File: src/rtl/io_sequencer.sv
// UART I/O sequencer: stalls the PC while an IN instruction waits for a received
// byte or an OUT instruction waits for the transmitter, and buffers received bytes.
module io_sequencer #(
  parameter int unsigned RXBUF_DEPTH = 4
) (
  input  logic                           CLK,
  input  logic                           reset,
  input  logic                           in_req,
  input  logic                           out_req,
  input  logic [7:0]                     out_data,
  input  logic                           rx_valid,
  input  logic [7:0]                     rx_byte,
  input  logic                           tx_busy,
  output logic                           tx_start,
  output logic [7:0]                     tx_byte,
  output logic                           reg_we,
  output logic [31:0]                    reg_wdata,
  output logic                           pc_enable,
  output logic [$clog2(RXBUF_DEPTH):0]   rx_count,
  output logic                           rx_overrun
);

  localparam int unsigned AW = $clog2(RXBUF_DEPTH);
  localparam logic [AW:0] FULL_COUNT = (AW + 1)'(RXBUF_DEPTH);

  typedef enum logic [1:0] {IDLE, IN_WAIT, OUT_WAIT, DONE} state_t;

  state_t        state, state_nxt;
  logic [7:0]    rx_mem [RXBUF_DEPTH];
  logic [AW-1:0] rd_ptr, wr_ptr;
  logic          pop, push, send;

  assign pop  = (state == IN_WAIT) && (rx_count != '0);
  assign send = (state == OUT_WAIT) && !tx_busy;
  // A full buffer still accepts a byte when the head is popped in the same cycle.
  assign push = rx_valid && ((rx_count != FULL_COUNT) || pop);

  always_ff @(posedge CLK) begin
    if (reset) state <= IDLE;
    else       state <= state_nxt;
  end

  always_comb begin
    state_nxt = state;
    case (state)
      IDLE: begin
        if (in_req)       state_nxt = IN_WAIT;
        else if (out_req) state_nxt = OUT_WAIT;
      end
      IN_WAIT:  if (pop)  state_nxt = DONE;
      OUT_WAIT: if (send) state_nxt = DONE;
      DONE:               state_nxt = IDLE;
      default:            state_nxt = IDLE;
    endcase
  end

  always_comb begin
    pc_enable = 1'b0;
    if ((state == IDLE && !in_req && !out_req) || state == DONE) pc_enable = 1'b1;
  end

  always_ff @(posedge CLK) begin
    if (reset) begin
      reg_we    <= 1'b0;
      reg_wdata <= '0;
      tx_start  <= 1'b0;
      tx_byte   <= '0;
    end else begin
      reg_we   <= pop;
      tx_start <= send;
      if (pop)  reg_wdata <= {24'b0, rx_mem[rd_ptr]};
      if (send) tx_byte   <= out_data;
    end
  end

  always_ff @(posedge CLK) begin
    if (reset) begin
      rd_ptr     <= '0;
      wr_ptr     <= '0;
      rx_count   <= '0;
      rx_overrun <= 1'b0;
    end else begin
      if (pop)  rd_ptr <= rd_ptr + 1'b1;
      if (push) wr_ptr <= wr_ptr + 1'b1;
      if (rx_valid && !push) rx_overrun <= 1'b1;
      case ({push, pop})
        2'b10:   rx_count <= rx_count + 1'b1;
        2'b01:   rx_count <= rx_count - 1'b1;
        default: rx_count <= rx_count;
      endcase
    end
  end

  always_ff @(posedge CLK) begin
    if (!reset && push) rx_mem[wr_ptr] <= rx_byte;
  end

endmodule

File: config.mk
export PLATFORM = sky130hd
export DESIGN_NAME = io_sequencer
export DESIGN_NICKNAME = d
export VERILOG_FILES = /design/src/rtl/io_sequencer.sv
export SDC_FILE = /design/constraint.sdc
export NUM_CORES = 1
export LEC_CHECK = 0
export CELL_PAD_IN_SITES_DETAIL_PLACEMENT = 0
export CELL_PAD_IN_SITES_GLOBAL_PLACEMENT = 1
export CORE_MARGIN = 2
export CORE_UTILIZATION = 41
export CTS_CLUSTER_DIAMETER = 200
export DETAILED_ROUTE_END_ITERATION = 8
export PLACE_DENSITY = 0.94
export SYNTH_ARGS = -nofsm -noshare
export SYNTH_HDL_FRONTEND = slang
export SYNTH_SLANG_ARGS = --single-unit
export TNS_END_PERCENT = 5
File: constraint.sdc
create_clock -name CLK -period 3.95 [get_ports CLK]
set_clock_uncertainty 0.15 [all_clocks]
set_input_delay 0.395 -clock CLK [delete_from_list [all_inputs] [get_ports CLK]]
set_output_delay 0.395 -clock CLK [all_outputs]
set_load 0.02 [all_outputs]
==> run metrics, run 1 <==
status complete, no violations; largest net degree at the start of global routing 32; crit end category flip-flop; Max IR drop VDD 295 uV; first-pass GRT wire length 7210 um; routed len/inst 12.9 um; clk slew on worst S/H paths 0.07 ns; HPWL Detailed 3060 um; dominant cell type by area after synthesis edfxtp_1; Initial Utilization 42.2%; Setup-failing EPs final 0; CP max stage delay 1.01 ns; DR vias 1577; Synth area leaders edfxtp_1 36%, dfxtp_1 21%, buf_4 7.3%; Worst-Skew Late Latency 0.33 ns; number of buffers added on ports 44; number of buffers created by CTS 9; min-delay worst type reg -> reg; H-tree Lvls 3; final net count 295; Async S/R FF share, synth 0%; drt drc 0; max cap viols 0; Detailed Route WL 4460 um; post-synthesis sequential area ratio 56.8%; Distinct cells, synth 39; Slew Limit Fails 0; layout cells sized above 1 18.3%; Rows 29; full die area 7190 um2; Routability Congestion 0.685; Worst-Margin Slew 1.21 ns; Core Util, Final 52.2%; total negative slack 0 ns; DR iter-0 viols 57; Post-synth EDFFs 32; vias in the first global route 1547; GR Overflow Total 0; diodes inserted 0; post-route ant nets 0; CTS Buffer Depth 2; hold-fix buffer count after cts 0; dpl cells 329; overall die height 84.8 um; Final Hold Fails 0; final std cells w/o fill 345; post-cts repair resize count 0; Setup crit start kind flip-flop; Worst EP arrival 3.06 ns; syn avg cell area 12.4 um2; most frequent cells in the layout 44 x clkdlybuf4s50_1, 32 x edfxtp_1, 28 x dfxtp_1; pwr/cell area 568 nW/um2; Area Growth Syn to Fin 23.9%; CP max FO 12; Die X 84.8 um; fmax 339 MHz; # IOs 69; Yosys warning count 0; slew margin rel. 19.1%; CTS sink cnt 60; CP max stage cell o31ai_2; commonest non-fill, non-tap cell in the layout clkdlybuf4s50_1; Total GRT Usage 13.3%; Main synth FF type edfxtp_1; Std-Cell Core Area 6350 um2; Critical Path, Cell by Cell o31ai_2 > inv_2 > ha_1 > inv_1 > fa_1 > xor2_1 > or3_1 > a21oi_1; Setup Buffers After CTS 0; vias per cell 4.57; synthesized area 2680 um2; initial antenna violation count 0; Tcrit/Tclk final 74.7%; Final Critical Period 2.95 ns; Setup Crit Path Kind reg -> reg; CTS root buffer clkbuf_8; Pre-antenna DRT Iters 4; Post-Syn Instances 216; CTS tree done; Yosys top cell area share 35.9%; Crit path required time 4.06 ns; RSZ-0062 raised after global routing no; FF+latch count, synth 60; leak pwr 0.00117 uW
[state kept, by name, summed over array words and instances, names as in the netlist]
name	count
rd_ptr	2
wr_ptr	2
rx_overrun	1
state	2
rx_count	3
reg_we	1
tx_byte	8
reg_wdata	8
tx_start	1
rx_mem	32
[critical path, delay by kind of cell, from the launching register on]
family / cells / cell delay [ns]
AOI/OAI and AO/OA: 2 / 1.15
and+or+nand+nor: 1 / 0.30
buffers and inverters: 2 / 0.32
DFF: 1 / 0.39
adders and majority gates: 2 / 0.50
xor gates and xnor gates: 1 / 0.07
[cell type report]
type                       count  area [um2]
tap                           77        96.3
sequential                    60        1520
inverter                      10        37.5
clock buffer                  10         128
multi-input combinational    137         975
fill                         583        3030
timing repair buffer          45         448
clock inverter                 6         111
[report_power, final]
group / switching, uW / leakage, uW / total [uW] / internal [uW]
Clock: 243 / 0.000117 / 663 / 420
Sequential: 62.0 / 0.000518 / 778 / 716
Combinational: 236 / 0.000539 / 443 / 207
[synth_stat cells, types with 2 or more instances]
cell      count
nand2_1      25
nand2b_1      2
edfxtp_1     32
ha_1          9
and2_1        4
o21ai_1       2
mux4_2        8
xor2_1        2
inv_1         9
nand3_1       2
a21oi_2       9
nor2_1       10
mux2i_1       2
or3_1         2
dfxtp_1      28
a21oi_1      13
buf_4        26
clkbuf_1      3
nand2_2       8
[metal layers]
| layer | part of all wire [%] | global-route usage, % |
|---|---|---|
| met1 | 43 | 15.8 |
| met2 | 50 | 21.8 |
| met3 | 5.2 | 3.60 |
| met4 | 1.8 | 7.79 |
| met5 | 0 | 0 |
[final timing paths]
kind                                  from                        to  slack (ns)  cells past startpoint
hold / removal     tx_byte[5]$_SDFFE_PP0P_   tx_byte[5]$_SDFFE_PP0P_        0.30                      2
hold reg to reg    tx_byte[5]$_SDFFE_PP0P_   tx_byte[5]$_SDFFE_PP0P_        0.30                      2
setup / recovery  rx_count[0]$_SDFFE_PP0P_  rx_count[2]$_SDFFE_PP0P_         1.0                      8
setup reg to reg  rx_count[0]$_SDFFE_PP0P_  rx_count[2]$_SDFFE_PP0P_         1.0                      8
[through the flow]
step                      instance area, um2  hold slack, ns  setup slack, ns  total power (uW)
after floorplan                         2760           0.331             1.37              1120
after global placement                  3080           0.291             1.14              1230
after detailed placement                3080           0.296             1.00              1240
after CTS                               3320           0.306             1.01              1910
after global routing                    3320           0.326            0.792              1990
final                                   3320           0.302            0.998              1880
[cell families (layout without fill, tap and decap cells)]
| group | after synthesis | count (layout) | share of synthesized area (%) |
|---|---|---|---|
| XOR/XNOR | 3 | 3 | 0.981 |
| buffers and inverters | 42 | 71 | 10.0 |
| AO/OA/AOI/OAI | 29 | 29 | 7.62 |
| multiplexers | 11 | 11 | 7.90 |
| adder cells (fa/ha/maj) | 10 | 10 | 4.95 |
| AND/OR/NAND/NOR | 60 | 60 | 11.6 |
| other | 1 | 24 | 0.140 |
| flip-flops | 60 | 60 | 56.8 |
Note: power is estimated with default switching activity, not from simulation.
==> run 2, diff against run 1 <==
Settings changed: CORE_UTILIZATION 41 to 38, PLACE_DENSITY 0.94 to 0.89.
Clock period 3.95 ns to 3.1 ns, I/O delays scaled along.
==> run metrics, run 2 (synthesized netlist as in run 1, its figures left out) <==
GR Overflow Total 0; Worst Slack Setup Final 0.361 ns; Largest regs rx_mem: 32 flops, reg_wdata: 8 flops, tx_byte: 8 flops; fmax 365 MHz; Worst-Margin Slew 0.621 ns; CP max stage delay 0.52 ns; Critical Path, Cell by Cell inv_1 > ha_1 > or4b_4 > nand2_1 > ha_1 > inv_1 > fa_1 > xor2_1 > or3_1 > a21oi_1; vias in the first global route 1490; min-delay worst type reg -> reg; RSZ-0062 raised after global routing no; Area Growth Syn to Fin 23.9%; pwr/cell area 695 nW/um2; Std-Cell Core Area 6790 um2; final net count 296; Crit path required time 3.23 ns; # IOs 69; Routability Congestion 0.738; commonest non-fill, non-tap cell in the layout clkdlybuf4s50_1; H-tree Lvls 3; CTS root buffer clkbuf_8; overall die height 87.9 um; CP max stage cell or4b_4; CP top delay family simple AND/OR/NAND/NOR gates; CP max FO 4; Top reg by flops rx_mem; Setup-failing EPs final 0; number of buffers created by CTS 9; initial antenna violation count 0; Setup crit start kind flip-flop; hold-fix buffer count after cts 0; CTS sink cnt 60; layout cells sized above 1 17.8%; HPWL Detailed 3030 um; status complete, no violations; max cap viols 0; Setup Crit Path Kind reg -> reg; full die area 7730 um2; CTS tree done; Pre-antenna DRT Iters 4; Detailed Route WL 4470 um; Worst R2R Path Depth 10; Core Util, Final 48.8%; Initial Utilization 39.4%; Final Hold Fails 0; Worst EP arrival 2.87 ns; routed len/inst 12.2 um; max FFs per register 32; leak pwr 0.00116 uW; Rows 30; CTS Buffer Depth 2; largest net degree at the start of global routing 31; critical path depth 10; worst path buffer plus inverter count 2; crit end category flip-flop; first-pass GRT wire length 6920 um; slew margin rel. 58.5%; Worst-Skew Late Latency 0.34 ns; clk slew on worst S/H paths 0.07 ns; DR iter-0 viols 46; post-cts repair resize count 0; Setup Buffers After CTS 0; WHS 0.301 ns; Total GRT Usage 12.5%; drt drc 0; vias per cell 4.36; Tcrit/Tclk final 88.3%; hold depth 2; most frequent cells in the layout 44 x clkdlybuf4s50_1, 32 x edfxtp_1, 28 x dfxtp_1; Max IR drop VDD 330 uV; diodes inserted 0; Place WS 0.373 ns; DR vias 1590; total negative slack 0 ns; Die X 87.9 um; Slew Limit Fails 0; Fill cells 609; Final Critical Period 2.74 ns; post-route ant nets 0; number of buffers added on ports 44
-- run 2: cell type report --
class | instances | area [um2] | share of cell area, %
Inverter | 10 | 37.5 | 1.13
Multi-Input combinational cell | 137 | 975 | 29.4
Sequential cell | 60 | 1520 | 45.9
Timing Repair Buffer | 46 | 455 | 13.7
Clock buffer | 11 | 131 | 3.96
Tap cell | 96 | 120 | 3.62
Clock inverter | 5 | 76.3 | 2.30
-- run 2: metrics by stage --
stage	total power, uW	cells	area, um2
CTS	2330	365	3320
detailed placement	1580	349	3110
floorplan	1420	239	2760
global placement	1570	349	3110
finish	2300	365	3320
global route	2430	365	3320
-- run 2: worst paths after layout --
check	slack (ns)	to	from
worst max-delay path	0.36	rx_count[2]$_SDFFE_PP0P_	state[1]$_SDFFE_PP0P_
worst min-delay path	0.30	tx_byte[2]$_SDFFE_PP0P_	tx_byte[2]$_SDFFE_PP0P_
worst max register to register	0.36	rx_count[2]$_SDFFE_PP0P_	state[1]$_SDFFE_PP0P_
worst min register to register	0.30	tx_byte[2]$_SDFFE_PP0P_	tx_byte[2]$_SDFFE_PP0P_
-- run 2: worst register-to-register path, stage by stage (launching register included) --
cell     delay (ns)
dfxtp_1        0.38
inv_1          0.08
ha_1           0.25
or4b_4         0.52
nand2_1        0.09
ha_1           0.18
inv_1          0.06
fa_1           0.37
xor2_1         0.16
or3_1          0.31
a21oi_1        0.13
-- run 2: report_power, final --
part | total, uW | leakage, uW | switching [uW] | internal (uW)
sequential | 991 | 0.000518 | 79.0 | 912
clock | 741 | 0.000101 | 292 | 449
combinational | 572 | 0.000543 | 305 | 267
total | 2300 | 0.00116 | 676 | 1630
-- run 2: metal layers --
metal / track usage, % / routed length, um / part of all wire, % / vias to the layer above
li1: - / - / - / 792
met1: 14.4 / 1910 / 43 / 742
met2: 19.6 / 2180 / 49 / 49
met3: 5.28 / 306 / 6.8 / 7
met4: 7.13 / 71 / 1.6 / 0
met5: 0 / 0 / 0 / -
